File: src/rtl/maze_read_arbiter.sv
// Two-port read arbiter in front of the single-bit maze memory: display normally wins,
// the player-input port is promoted after MAX_WAIT denied cycles. Fixed 3-cycle read latency.
module maze_read_arbiter #(
    parameter int ADDR_WIDTH = 11,
    parameter int MAX_WAIT   = 4
) (
    input  logic                  i_clk,
    input  logic                  i_rst_n,
    input  logic                  i_gen_busy,
    input  logic                  i_disp_req,
    input  logic [ADDR_WIDTH-1:0] i_disp_addr,
    output logic                  o_disp_grant,
    output logic                  o_disp_valid,
    output logic                  o_disp_data,
    input  logic                  i_in_req,
    input  logic [ADDR_WIDTH-1:0] i_in_addr,
    output logic                  o_in_grant,
    output logic                  o_in_valid,
    output logic                  o_in_data,
    output logic                  o_mem_en,
    output logic [ADDR_WIDTH-1:0] o_mem_addr,
    input  logic                  i_mem_data,
    output logic                  o_disp_stall
);

    localparam logic [3:0] C_MAX_WAIT = 4'(MAX_WAIT);

    logic [3:0]            r_wait_cnt;
    logic                  r_vld_p1;
    logic                  r_own_p1;
    logic [ADDR_WIDTH-1:0] r_addr_p1;
    logic                  r_vld_p2;
    logic                  r_own_p2;
    logic                  r_disp_valid;
    logic                  r_disp_data;
    logic                  r_in_valid;
    logic                  r_in_data;
    logic                  r_disp_stall;

    logic w_wait_full;
    logic w_disp_grant;
    logic w_in_grant;
    logic w_xfer;

    assign w_wait_full  = (r_wait_cnt >= C_MAX_WAIT);
    assign w_disp_grant = !i_gen_busy && i_disp_req && (!i_in_req || !w_wait_full);
    assign w_in_grant   = !i_gen_busy && i_in_req && (!i_disp_req || w_wait_full);
    assign w_xfer       = w_disp_grant || w_in_grant;

    always_ff @(posedge i_clk or negedge i_rst_n) begin
        if (!i_rst_n) begin
            r_wait_cnt   <= '0;
            r_vld_p1     <= 1'b0;
            r_own_p1     <= 1'b0;
            r_addr_p1    <= '0;
            r_vld_p2     <= 1'b0;
            r_own_p2     <= 1'b0;
            r_disp_valid <= 1'b0;
            r_disp_data  <= 1'b0;
            r_in_valid   <= 1'b0;
            r_in_data    <= 1'b0;
            r_disp_stall <= 1'b0;
        end else begin
            // Starvation counter freezes while the generator owns the memory
            if (!i_gen_busy) begin
                if (!i_in_req || w_in_grant) begin
                    r_wait_cnt <= '0;
                end else if (!w_wait_full) begin
                    r_wait_cnt <= r_wait_cnt + 4'd1;
                end
            end
            r_disp_stall <= i_disp_req && !w_disp_grant;

            // Stage p1: memory request, owner tag (1 = player input)
            r_vld_p1 <= w_xfer;
            r_own_p1 <= w_in_grant;
            if (w_xfer) begin
                r_addr_p1 <= w_in_grant ? i_in_addr : i_disp_addr;
            end

            // Stage p2: memory returns data during this stage
            r_vld_p2 <= r_vld_p1;
            r_own_p2 <= r_own_p1;

            // Stage p3: route sampled bit to its owner; the other port holds its data
            r_disp_valid <= r_vld_p2 && !r_own_p2;
            r_in_valid   <= r_vld_p2 && r_own_p2;
            if (r_vld_p2 && !r_own_p2) begin
                r_disp_data <= i_mem_data;
            end
            if (r_vld_p2 && r_own_p2) begin
                r_in_data <= i_mem_data;
            end
        end
    end

    assign o_disp_grant = w_disp_grant;
    assign o_in_grant   = w_in_grant;
    assign o_mem_en     = r_vld_p1;
    assign o_mem_addr   = r_addr_p1;
    assign o_disp_valid = r_disp_valid;
    assign o_disp_data  = r_disp_data;
    assign o_in_valid   = r_in_valid;
    assign o_in_data    = r_in_data;
    assign o_disp_stall = r_disp_stall;

endmodule

File: config.mk
export PLATFORM = sky130hd
export DESIGN_NAME = maze_read_arbiter
export DESIGN_NICKNAME = d
export VERILOG_FILES = /design/src/rtl/maze_read_arbiter.sv
export SDC_FILE = /design/constraint.sdc
export NUM_CORES = 1
export LEC_CHECK = 0
export ABC_AREA = 1
export CAP_MARGIN = 20
export CORE_AREA = 2 2 68 70
export CTS_BUF_LIST = sky130_fd_sc_hd__clkbuf_16
export DETAILED_ROUTE_END_ITERATION = 8
export DIE_AREA = 0 0 70 72
export MAX_ROUTING_LAYER = met4
export SLEW_MARGIN = 20
export SYNTH_ARGS = -nofsm -noshare
export SYNTH_HDL_FRONTEND = slang
export SYNTH_SLANG_ARGS = --single-unit
File: constraint.sdc
create_clock -name i_clk -period 1.1 [get_ports i_clk]
set_input_delay 0.22 -clock i_clk [delete_from_list [all_inputs] [get_ports i_clk]]
set_output_delay 0.22 -clock i_clk [all_outputs]
set_load 0.01 [all_outputs]
==> run_summary.xml, run 1 <==
<?xml version="1.0" encoding="UTF-8"?>
<metrics>
  <group name="layout">
    <metric name="final_nets" unit="">230</metric>
    <metric name="final_core_util" unit="%">44.6</metric>
    <metric name="ff_latch_area" unit="µm²">601</metric>
    <metric name="fraction_of_final_layout_cells_with_drive_strength_greater_than_1" unit="%">36.0</metric>
    <metric name="multi_input_comb_area" unit="µm²">483</metric>
    <metric name="antenna_cells_inserted" unit="">0</metric>
    <metric name="areaGrowthSynthToFinish" unit="%">52.8</metric>
    <metric name="fill_cells" unit="">429</metric>
  </group>
  <group name="grt">
    <metric name="grt_usage" unit="%">12.2</metric>
    <metric name="grt_pass1_vias" unit="">1048</metric>
    <metric name="maximum_number_of_pins_on_one_net_before_global_route_repair" unit="">25</metric>
    <metric name="grt_pass1_wl" unit="µm">4700</metric>
    <metric name="grt_antenna_before_repair" unit="">0</metric>
    <metric name="globalRoute.totalOverflow" unit="">0</metric>
  </group>
  <group name="clock_network">
    <metric name="post_cts_hold_buffer_count" unit="">0</metric>
    <metric name="cts_sinks" unit="">24</metric>
    <metric name="insertion_delay" unit="ps">250</metric>
    <metric name="tritoncts_clock_tree" unit="">done</metric>
    <metric name="cts_made_buffers" unit="">3</metric>
    <metric name="cts.htree.levels" unit="">1</metric>
    <metric name="clkSlewWorstSetupHoldPaths" unit="ps">60</metric>
    <metric name="cts_buffer_depth" unit="">2</metric>
    <metric name="clock_tree.root_cell" unit="">sky130_fd_sc_hd__clkbuf_16</metric>
  </group>
  <group name="floorplanning">
    <metric name="die_h" unit="µm">72</metric>
    <metric name="floorplan.core_area" unit="mm²">0.00426</metric>
    <metric name="initial_core_util" unit="%">29.2</metric>
    <metric name="dieWidth" unit="µm">70</metric>
    <metric name="rows" unit="">24</metric>
    <metric name="floorplan.io_pins" unit="">47</metric>
    <metric name="dieArea" unit="mm²">0.00504</metric>
  </group>
  <group name="power">
    <metric name="peak_supply_drop" unit="mV">0.777</metric>
    <metric name="leakage" unit="nW">1.02</metric>
    <metric name="power-per-cell-area" unit="mW/mm²">1350</metric>
  </group>
  <group name="sta">
    <metric name="final_period_minus_worst_setup_slack" unit="ps">1390</metric>
    <metric name="report.final.slew_viol_count" unit="">0</metric>
    <metric name="grt_setup_unrepaired" unit="">yes</metric>
    <metric name="timing.clock.skew" unit="ps">1.38</metric>
    <metric name="setup_viol_count_final" unit="">14</metric>
    <metric name="finalHoldViolations" unit="">0</metric>
    <metric name="worst_hold_slack" unit="ps">316</metric>
    <metric name="tightestPinTransition" unit="ps">184</metric>
    <metric name="fmax" unit="GHz">0.720</metric>
    <metric name="crit_path_setup_slack_layout" unit="ps">-288</metric>
    <metric name="tns" unit="ps">-1330</metric>
    <metric name="fin_crit_sh" unit="%">126</metric>
    <metric name="relSlewSlack" unit="%">87.7</metric>
  </group>
  <group name="outcome">
    <metric name="outcome" unit="">complete, but fails checks</metric>
    <metric name="violations_in_the_final_reports" unit="">setup timing</metric>
  </group>
  <group name="placed_design">
    <metric name="preCtsSetupSlack" unit="ps">-710</metric>
    <metric name="place.port_buffers" unit="">46</metric>
    <metric name="place_congestion" unit="">0.736</metric>
    <metric name="post-dp-hpwl" unit="µm">2050</metric>
  </group>
  <group name="min_path">
    <metric name="min_path_type" unit="">primary input to async pin</metric>
  </group>
  <group name="worst_setup_path">
    <metric name="crit_required" unit="ps">880</metric>
    <metric name="crit_type" unit="">register to primary output</metric>
    <metric name="timing.reg2reg.worst_path_depth" unit="">7</metric>
    <metric name="endpoint_kind" unit="">primary output</metric>
    <metric name="worstSetupStartpointType" unit="">register</metric>
    <metric name="worst_ep_arrival_time" unit="ps">1170</metric>
    <metric name="crit_fanout" unit="">3</metric>
  </group>
  <group name="job">
    <metric name="drv_cap" unit="">0</metric>
  </group>
  <group name="drt">
    <metric name="drt_iter0_markers" unit="">26</metric>
    <metric name="wirelength" unit="µm">2800</metric>
    <metric name="number_of_vias_per_cell_after_detailed_routing" unit="">4.14</metric>
    <metric name="wl_per_cell" unit="µm">11.1</metric>
    <metric name="detail_route.first_pass.iterations" unit="">2</metric>
    <metric name="vias" unit="">1043</metric>
    <metric name="met3_length" unit="µm">163</metric>
    <metric name="top_layer_used" unit="">met4</metric>
    <metric name="final_antenna_net_count" unit="">0</metric>
    <metric name="met1_length" unit="µm">1300</metric>
    <metric name="met2_wirelength" unit="µm">1320</metric>
    <metric name="remaining_drc_errors" unit="">0</metric>
  </group>
  <group name="synthesis">
    <metric name="post_synth_instance_area" unit="mm²">0.00124</metric>
    <metric name="ys_seq_elements" unit="">24</metric>
    <metric name="synth_cells" unit="">141</metric>
    <metric name="synth.lib_cells_used.distinct" unit="">19</metric>
    <metric name="synth_enable_flop_cells" unit="">0</metric>
    <metric name="synth_area_per_cell" unit="µm²">8.83</metric>
    <metric name="synth-async-reset-ratio" unit="%">100</metric>
    <metric name="syn_nets" unit="">170</metric>
    <metric name="ys.flop_type" unit="">sky130_fd_sc_hd__dfrtp_1</metric>
    <metric name="yosysSeqAreaShare" unit="%">48.2</metric>
    <metric name="ys_warn_count" unit="">0</metric>
  </group>
</metrics>
==> what timing repair did <==
| item | in CTS | in global routing |
|---|---|---|
| hold endpoints to repair | 0 | 0 |
| endpoints found under the setup margin | 34 | 26 |
| resized for setup | 63 | 14 |
| pin swaps | 2 | 1 |
| buffers inserted | 2 | 2 |
==> Yosys cell counts, types with 2 or more instances <==
cell,n,area (µm²)
sky130_fd_sc_hd__o21ai_0,3,15.0
sky130_fd_sc_hd__buf_4,2,15.0
sky130_fd_sc_hd__nand3_2,10,100
sky130_fd_sc_hd__buf_6,3,33.8
sky130_fd_sc_hd__nand2_2,19,119
sky130_fd_sc_hd__nor2_1,3,11.3
sky130_fd_sc_hd__dfrtp_1,24,601
sky130_fd_sc_hd__inv_1,30,113
sky130_fd_sc_hd__a21oi_1,2,10.0
sky130_fd_sc_hd__nand2_1,22,82.6
sky130_fd_sc_hd__inv_2,3,11.3
sky130_fd_sc_hd__nand3_1,13,65.1
==> cell type report <==
| class | instances | share of cell area, % |
|---|---|---|
| clock buffers | 3 | 3.95 |
| clock inverters | 1 | 1.58 |
| inverters | 33 | 6.64 |
| multi-input cells | 79 | 25.4 |
| flip-flops and latches | 24 | 31.6 |
| well taps | 52 | 3.42 |
| repair buffers | 60 | 27.4 |
==> placed cells by master (no fill, tap or decap) <==
master                             n
sky130_fd_sc_hd__nor2_2            1
sky130_fd_sc_hd__a21oi_1           1
sky130_fd_sc_hd__buf_12            2
sky130_fd_sc_hd__o21ai_0           1
sky130_fd_sc_hd__clkdlybuf4s50_1  25
sky130_fd_sc_hd__mux2i_1           1
sky130_fd_sc_hd__buf_2             9
sky130_fd_sc_hd__clkdlybuf4s15_1   3
sky130_fd_sc_hd__nor2_4            1
sky130_fd_sc_hd__o21ai_4           1
sky130_fd_sc_hd__o21ai_1           2
sky130_fd_sc_hd__clkbuf_2          6
sky130_fd_sc_hd__nand2_2          19
sky130_fd_sc_hd__xnor2_1           1
sky130_fd_sc_hd__clkbuf_16         3
sky130_fd_sc_hd__buf_6             1
sky130_fd_sc_hd__nand3_1          13
sky130_fd_sc_hd__bufinv_16         1
sky130_fd_sc_hd__a21oi_2           1
sky130_fd_sc_hd__buf_8             1
sky130_fd_sc_hd__inv_2             3
sky130_fd_sc_hd__nand2_4           1
sky130_fd_sc_hd__nor2_1            3
sky130_fd_sc_hd__dfrtp_1          24
sky130_fd_sc_hd__nand2_1          22
sky130_fd_sc_hd__nand3_2          10
sky130_fd_sc_hd__inv_4             1
sky130_fd_sc_hd__buf_4            11
sky130_fd_sc_hd__inv_1            29
sky130_fd_sc_hd__ha_1              1
sky130_fd_sc_hd__dlygate4sd2_1     2
==> through the flow <==
step | power, mW | instance area [µm²] | std cells
final | 2.57 | 1900 | 252
after global routing | 2.72 | 1900 | 252
after CTS | 2.65 | 1950 | 251
after detailed placement | 1.62 | 1820 | 246
after global placement | 1.61 | 1820 | 246
after floorplan | 1.27 | 1240 | 141
==> final timing paths <==
path | slack [ps] | to | startpoint
worst min-delay path | 320 | o_in_valid | i_rst_n
worst max-delay path | -290 | o_in_grant | r_wait_cnt[2]
worst min register to register | 350 | r_own_p2 | r_own_p1
max in group asynchronous | 640 | o_mem_addr[4] | i_rst_n
worst max register to register | -70 | o_mem_addr[7] | r_wait_cnt[2]
min in group i_clk | 350 | r_own_p2 | r_own_p1
==> worst max-delay path, stage by stage, from the launching register on <==
cell and delay [ps]:
sky130_fd_sc_hd__dfrtp_1 390, sky130_fd_sc_hd__nor2_2 150, sky130_fd_sc_hd__nand2_2 90, sky130_fd_sc_hd__nand2_2 110, sky130_fd_sc_hd__inv_2 60, sky130_fd_sc_hd__buf_6 110
==> registers in the layout, summed over array words and instances, names as in the netlist <==
signal        count
r_vld_p2          1
r_wait_cnt        4
r_own_p2          1
o_mem_addr       11
o_disp_data       1
o_in_valid        1
o_disp_stall      1
o_mem_en          1
o_disp_valid      1
o_in_data         1
r_own_p1          1
==> kinds of logic (layout without fill, tap and decap cells) <==
kind of cell / after synthesis / count (layout) / share of synthesized area (%)
flip-flops: 24 / 24 / 48.2
AO/OA/AOI/OAI: 6 / 6 / 2.71
AND/OR/NAND/NOR: 70 / 70 / 32.7
XOR/XNOR: 1 / 1 / 0.704
adder cells (fa/ha/maj): 1 / 1 / 1.00
buffers and inverters: 38 / 97 / 13.9
multiplexers: 1 / 1 / 0.804
==> where the power goes <==
group	total, mW	switching [mW]	internal, mW
Sequential	1.01	0.0419	0.968
Clock	1.03	0.304	0.723
Combinational	0.534	0.261	0.273
==> metal layers <==
layer / track usage (%) / up-vias
met1: 14.5 / 473
met4: 2.56 / 0
li1: - / 535
met2: 20.4 / 33
met3: 4.03 / 2
met5: - / -
No activity file was read; power rests on OpenSTA's default activity.
==> run 2, diff against run 1 <==
--- a/config.mk
+++ b/config.mk
@@ -7,10 +7,11 @@
 export LEC_CHECK = 0
 export ABC_AREA = 1
 export CAP_MARGIN = 20
-export CORE_AREA = 2 2 68 70
+export CORE_AREA = 2 2 71 67
 export CTS_BUF_LIST = sky130_fd_sc_hd__clkbuf_16
+export CTS_CLUSTER_SIZE = 20
 export DETAILED_ROUTE_END_ITERATION = 8
-export DIE_AREA = 0 0 70 72
+export DIE_AREA = 0 0 73 69
 export MAX_ROUTING_LAYER = met4
 export SLEW_MARGIN = 20
 export SYNTH_ARGS = -nofsm -noshare
==> run_summary.xml, run 2 (synthesis gave the netlist of run 1 again) <==
<?xml version="1.0" encoding="UTF-8"?>
<metrics>
  <group name="worst_setup_path">
    <metric name="worst_setup_sp" unit="">r_wait_cnt[3]</metric>
    <metric name="highest_delay_cell_along_the_critical_path" unit="">sky130_fd_sc_hd__dfrtp_1</metric>
    <metric name="crit_required" unit="ps">880</metric>
    <metric name="rr_endpoint" unit="">o_mem_addr[8]</metric>
    <metric name="crit_fanout" unit="">3</metric>
    <metric name="cp_common_cell" unit="">sky130_fd_sc_hd__buf_6</metric>
    <metric name="worst_r2r_startpoint" unit="">r_wait_cnt[3]</metric>
    <metric name="timing.reg2reg.worst_path_depth" unit="">8</metric>
    <metric name="cp_slowest_stage_delay" unit="ps">380</metric>
    <metric name="cp_num_buf_inv" unit="">3</metric>
    <metric name="worst_ep_arrival_time" unit="ps">1200</metric>
    <metric name="worstSetupStartpointType" unit="">register</metric>
    <metric name="reg2reg_setup_slack" unit="ps">-220</metric>
    <metric name="critical_path.cell_chain" unit="">nor2_2 -&gt; nand2_2 -&gt; buf_6 -&gt; nand2_4 -&gt; inv_2 -&gt; buf_6</metric>
    <metric name="cpLargestDelayFamily" unit="">flip-flops</metric>
    <metric name="endpoint_kind" unit="">primary output</metric>
    <metric name="crit_type" unit="">register to primary output</metric>
  </group>
  <group name="clock_network">
    <metric name="cts_buffer_depth" unit="">2</metric>
    <metric name="clkSlewWorstSetupHoldPaths" unit="ps">60</metric>
    <metric name="insertion_delay" unit="ps">250</metric>
    <metric name="cts_sinks" unit="">24</metric>
    <metric name="clock_tree.root_cell" unit="">sky130_fd_sc_hd__clkbuf_16</metric>
    <metric name="cts.htree.levels" unit="">1</metric>
    <metric name="post_cts_hold_buffer_count" unit="">0</metric>
    <metric name="tritoncts_clock_tree" unit="">done</metric>
    <metric name="cts_made_buffers" unit="">3</metric>
  </group>
  <group name="sta">
    <metric name="setup_viol_count_final" unit="">16</metric>
    <metric name="tightestPinTransition" unit="ps">214</metric>
    <metric name="relSlewSlack" unit="%">85.7</metric>
    <metric name="timing.clock.skew" unit="ps">2.78</metric>
    <metric name="crit_path_setup_slack_layout" unit="ps">-318</metric>
    <metric name="report.final.slew_viol_count" unit="">0</metric>
    <metric name="fin_crit_sh" unit="%">129</metric>
    <metric name="fmax" unit="GHz">0.705</metric>
    <metric name="tns" unit="ps">-3010</metric>
    <metric name="finalHoldViolations" unit="">0</metric>
    <metric name="final_period_minus_worst_setup_slack" unit="ps">1420</metric>
    <metric name="grt_setup_unrepaired" unit="">yes</metric>
  </group>
  <group name="job">
    <metric name="drv_cap" unit="">0</metric>
  </group>
  <group name="drt">
    <metric name="top_layer_used" unit="">met4</metric>
    <metric name="met2_wirelength" unit="µm">1270</metric>
    <metric name="vias" unit="">1022</metric>
    <metric name="met1_length" unit="µm">1310</metric>
    <metric name="detail_route.first_pass.iterations" unit="">4</metric>
    <metric name="drt_iter0_markers" unit="">24</metric>
    <metric name="remaining_drc_errors" unit="">0</metric>
    <metric name="wl_per_cell" unit="µm">10.8</metric>
    <metric name="met3_length" unit="µm">146</metric>
    <metric name="wirelength" unit="µm">2740</metric>
    <metric name="number_of_vias_per_cell_after_detailed_routing" unit="">4.02</metric>
    <metric name="final_antenna_net_count" unit="">0</metric>
  </group>
  <group name="layout">
    <metric name="fraction_of_final_layout_cells_with_drive_strength_greater_than_1" unit="%">38.7</metric>
    <metric name="multi_input_comb_area" unit="µm²">504</metric>
    <metric name="largest_register_ffs" unit="">11</metric>
    <metric name="post-route-cell-area" unit="mm²">0.00195</metric>
    <metric name="areaGrowthSynthToFinish" unit="%">56.7</metric>
    <metric name="final_cell_count_no_fill" unit="">254</metric>
    <metric name="fill_cells" unit="">436</metric>
    <metric name="final_nets" unit="">234</metric>
    <metric name="layout.cells.most_common" unit="">sky130_fd_sc_hd__inv_1</metric>
    <metric name="antenna_cells_inserted" unit="">0</metric>
    <metric name="final_cell_mix" unit="">sky130_fd_sc_hd__inv_1, sky130_fd_sc_hd__clkdlybuf4s50_1, sky130_fd_sc_hd__dfrtp_1</metric>
    <metric name="ff_latch_area" unit="µm²">601</metric>
  </group>
  <group name="power">
    <metric name="power" unit="mW">2.58</metric>
    <metric name="leakage" unit="nW">1.05</metric>
    <metric name="power-per-cell-area" unit="mW/mm²">1320</metric>
    <metric name="peak_supply_drop" unit="mV">0.921</metric>
  </group>
  <group name="placed_design">
    <metric name="place.port_buffers" unit="">46</metric>
    <metric name="post-dp-hpwl" unit="µm">1970</metric>
    <metric name="preCtsSetupSlack" unit="ps">-680</metric>
    <metric name="place_congestion" unit="">0.759</metric>
    <metric name="number_of_instances_in_the_placed_design" unit="">245</metric>
    <metric name="post_dp_cell_area" unit="mm²">0.00183</metric>
  </group>
  <group name="floorplanning">
    <metric name="dieWidth" unit="µm">73</metric>
    <metric name="rows" unit="">23</metric>
    <metric name="die_h" unit="µm">69</metric>
    <metric name="dieArea" unit="mm²">0.00504</metric>
    <metric name="floorplan.core_area" unit="mm²">0.00429</metric>
    <metric name="initial_core_util" unit="%">29.0</metric>
    <metric name="floorplan.io_pins" unit="">47</metric>
  </group>
  <group name="outcome">
    <metric name="outcome" unit="">complete, but fails checks</metric>
    <metric name="violations_in_the_final_reports" unit="">setup timing</metric>
  </group>
  <group name="grt">
    <metric name="grt_pass1_vias" unit="">961</metric>
    <metric name="maximum_number_of_pins_on_one_net_before_global_route_repair" unit="">25</metric>
    <metric name="globalRoute.totalOverflow" unit="">0</metric>
    <metric name="grt_antenna_before_repair" unit="">0</metric>
    <metric name="grt_usage" unit="%">12.1</metric>
    <metric name="grt_pass1_wl" unit="µm">4640</metric>
  </group>
  <group name="min_path">
    <metric name="min_path_type" unit="">primary input to async pin</metric>
  </group>
</metrics>
-- run 2: cell type report --
| type | count | share of cell area (%) |
|---|---|---|
| multi-input combinational | 79 | 25.8 |
| clock inverter | 1 | 1.54 |
| tap | 50 | 3.21 |
| clock buffer | 3 | 3.85 |
| timing repair buffer | 64 | 28.3 |
| inverter | 33 | 6.48 |
| sequential | 24 | 30.8 |
-- run 2: per-stage QoR --
stage          util, %  hold WS [ps]
6_report          45.5           312
5_1_grt           45.5           321
4_1_cts           47.3           314
3_5_place_dp      42.7           340
3_3_place_gp      42.7           337
2_1_floorplan        -         -75.6
-- run 2: worst max path at each step --
stage,to,slack (ps),cells past startpoint
2_1_floorplan,o_in_grant,10,5
3_3_place_gp,o_disp_grant,-670,5
3_5_place_dp,o_disp_grant,-680,5
4_1_cts,o_in_grant,-310,6
5_1_grt,o_in_grant,-370,6
6_report,o_in_grant,-320,6
-- run 2: per-layer routing --
layer | global-route usage [%] | vias to the layer above
met5 | - | -
met3 | 3.51 | 2
met2 | 17.7 | 24
met1 | 16.4 | 447
met4 | 3.09 | 0
li1 | - | 549
-- run 2: what timing repair did --
action | CTS | global route
gates resized for setup | 62 | 20
setup endpoints to repair | 34 | 32
pin swaps | 2 | 1
buffers inserted | 10 | 3
-- run 2: where the power goes --
part	switching, mW	internal, mW
Clock	0.308	0.723
Combinational	0.263	0.274
Sequential	0.0444	0.968
Total	0.615	1.97
==> edit (flow settings as in run 1) <==
Change the parameter `ADDR_WIDTH` from 11 to 12.
--- a/src/rtl/maze_read_arbiter.sv
+++ b/src/rtl/maze_read_arbiter.sv
@@ -1,7 +1,7 @@
 // Two-port read arbiter in front of the single-bit maze memory: display normally wins,
 // the player-input port is promoted after MAX_WAIT denied cycles. Fixed 3-cycle read latency.
 module maze_read_arbiter #(
-    parameter int ADDR_WIDTH = 11,
+    parameter int ADDR_WIDTH = 12,
     parameter int MAX_WAIT   = 4
 ) (
     input  logic                  i_clk,
Ports: changed (resized i_disp_addr, i_in_addr and o_mem_addr); port bits go from 47 to 50. No check against the original RTL was run, so the function may have changed too.
==> edit against run 1 <==
- the flow still finishes with violations (setup timing)
- cell count is 6.3% higher
- area after synthesis is 4.2% lower
- sequential cell count is 1 higher
- fmax is 1.6% lower
- cell area is 0.66% higher
- total power is 6.5% lower
- non-clock buffer count is 7 higher
- synthesized cell count is 5.7% higher
- routed wire length is 5.0% higher
- global-route usage is 0.92 points higher
- setup slack worse by 22 ps
- critical endpoint is now o_disp_grant
==> edit: results <==
metrics = {
    "cells_and_area": {
        "fin_nets": 248,
        "fill_cells": 450,
        "final_cells": 268,
        "drive_above_1_share_pct": 22.7,
        "diodes": 0,
        "largest_reg_flops": 12,
    },
    "hold_path": {
        "hp-class": "primary input to async pin",
    },
    "global_route": {
        "gr-usage-all-layers_pct": 13.1,
        "grt_pass1_vias": 1107,
        "grt_max_degree": 26,
        "antenna_found_initial": 0,
        "grt_pass1_wl_um": 5110,
    },
    "setup_path": {
        "r2r-end": "o_mem_addr[2]",
        "critical_path_class": "flop to output port",
        "worstPathMaxFanout": 4,
        "ff2ff_setup_slack_ps": -80,
        "r2r-start": "r_wait_cnt[2]",
        "reg2reg_depth": 7,
    },
    "placement": {
        "place_inst": 257,
        "io_buffers": 49,
        "place_worst_setup_slack_ps": -722,
        "hpwl_um": 2060,
        "gp_congestion": 0.806,
    },
    "logic_synthesis": {
        "synth_commonest_cells": "nand2_1 (43), inv_1 (33), dfrtp_1 (25), nand3_1 (25)",
        "synthXorXnorAreaFrac_pct": 0.735,
        "synth_seq_area_share_pct": 52.5,
        "synthesis.nets": 180,
        "synthAdderAreaFrac_pct": 1.05,
        "muxShareOfSynthArea_pct": 0.839,
        "synth.distinct_cells": 18,
        "yosys-top-cells-area": "dfrtp_1 (52%), nand2_1 (14%), nand3_1 (10%), inv_1 (10%), buf_6 (1.9%)",
        "synthArstFlopShare_pct": 100,
        "yosysWarnings": 0,
        "synth_compound_area_share_pct": 2.83,
        "avgSynthCellArea_um2": 8.00,
    },
    "sta": {
        "whs_ps": 310,
        "max_slew.worst_pin.slew_ps": 226,
        "setup_tns_ps": -1250,
        "skew_ps": 2.83,
        "setup_ws_ps": -311,
        "finalSetupViolations": 14,
    },
    "route": {
        "drc_errors": 0,
        "drtPass1Iterations": 4,
        "drtIter0Drc": 71,
        "routed_via_density": 4.08,
        "wire_per_inst_um": 11.0,
    },
    "clock_network": {
        "cts_root_buf": "clkbuf_16",
        "numCtsBuffers": 3,
        "clkSlewWorstSetupHoldPaths_ps": 70,
        "clk_path_buf_depth": 2,
        "htreeDepth": 1,
        "clkLatencyLatePin_ps": 260,
    },
    "outcome": {
        "outcome": "complete, but fails checks",
        "violations": "setup timing",
    },
    "power_and_ir_drop": {
        "p_leak_uw": 0.00107,
        "power_switching_uw": 618,
        "ir_drop_uv": 755,
    },
}
edit: cell types whose count changed after synthesis, moves of 3 or more:
cell and delta:
inv_1 +3, nand2_1 +21, nand2_2 -17, nand3_1 +12
nand3_2 -10
edit: worst max-delay path by stage:
stage / to / slack [ps] / cells past startpoint
final: o_disp_grant / -310 / 4
after global routing: o_disp_grant / -370 / 4
after CTS: o_disp_grant / -290 / 4
after detailed placement: o_disp_grant / -720 / 5
after global placement: o_disp_grant / -680 / 5
after floorplan: o_in_grant / 1 / 5
edit: repair_timing:
item	in CTS	in global routing
hold buffers	0	0
gates cloned	1	1
gates resized for setup	65	18
pin swaps	1	0
setup endpoints to repair	36	28
setup buffers	1	4
endpoints found under the hold margin	0	0
edit: per-stage QoR:
| stage | util (%) | instance area [um^2] |
|---|---|---|
| global route | 44.9 | 1910 |
| detailed placement | 42.4 | 1810 |
| floorplan | - | 1190 |
| CTS | 44.9 | 1920 |
| global placement | 42.4 | 1810 |
| finish | 44.9 | 1910 |
edit: worst max-delay path, cell delays in order, from the launching register on:
cell and delay, ps:
dfrtp_1 400, nor2_4 140, nand2_4 80, a21oi_2 150, buf_2 160
edit: area by class of cell:
type / count / area, um^2 / share of cell area (%)
multi-input cells: 84 / 414 / 21.6
inverters: 35 / 134 / 6.99
flip-flops and latches: 25 / 626 / 32.7
clock inverters: 1 / 7.51 / 0.392
repair inverters: 1 / 7.51 / 0.392
well taps: 52 / 65.1 / 3.40
clock buffers: 3 / 75.1 / 3.92
repair buffers: 67 / 586 / 30.6
edit: power groups by stage:
stage	Clock, uW	Combinational, uW	Sequential [uW]
final	809	539	1060
after global routing	887	607	1070
after CTS	826	545	1060
after detailed placement	0	570	1070
after global placement	0	564	1070
after floorplan	0	171	1110
edit: kinds of logic (layout without fill, tap and decap cells):
group	Yosys count	count (layout)
simple gates	75	75
fa+ha+maj	1	1
compound gates	6	6
buf+inv	40	107
mux	1	1
flops	25	25
xor+xnor	1	1
edit: per-layer routing:
metal	up-vias	track usage [%]	wire, um
li1	576	-	-
met1	488	15.6	1370
met2	28	21.2	1410
met3	2	4.31	142
met4	0	4.49	16
met5	-	-	0
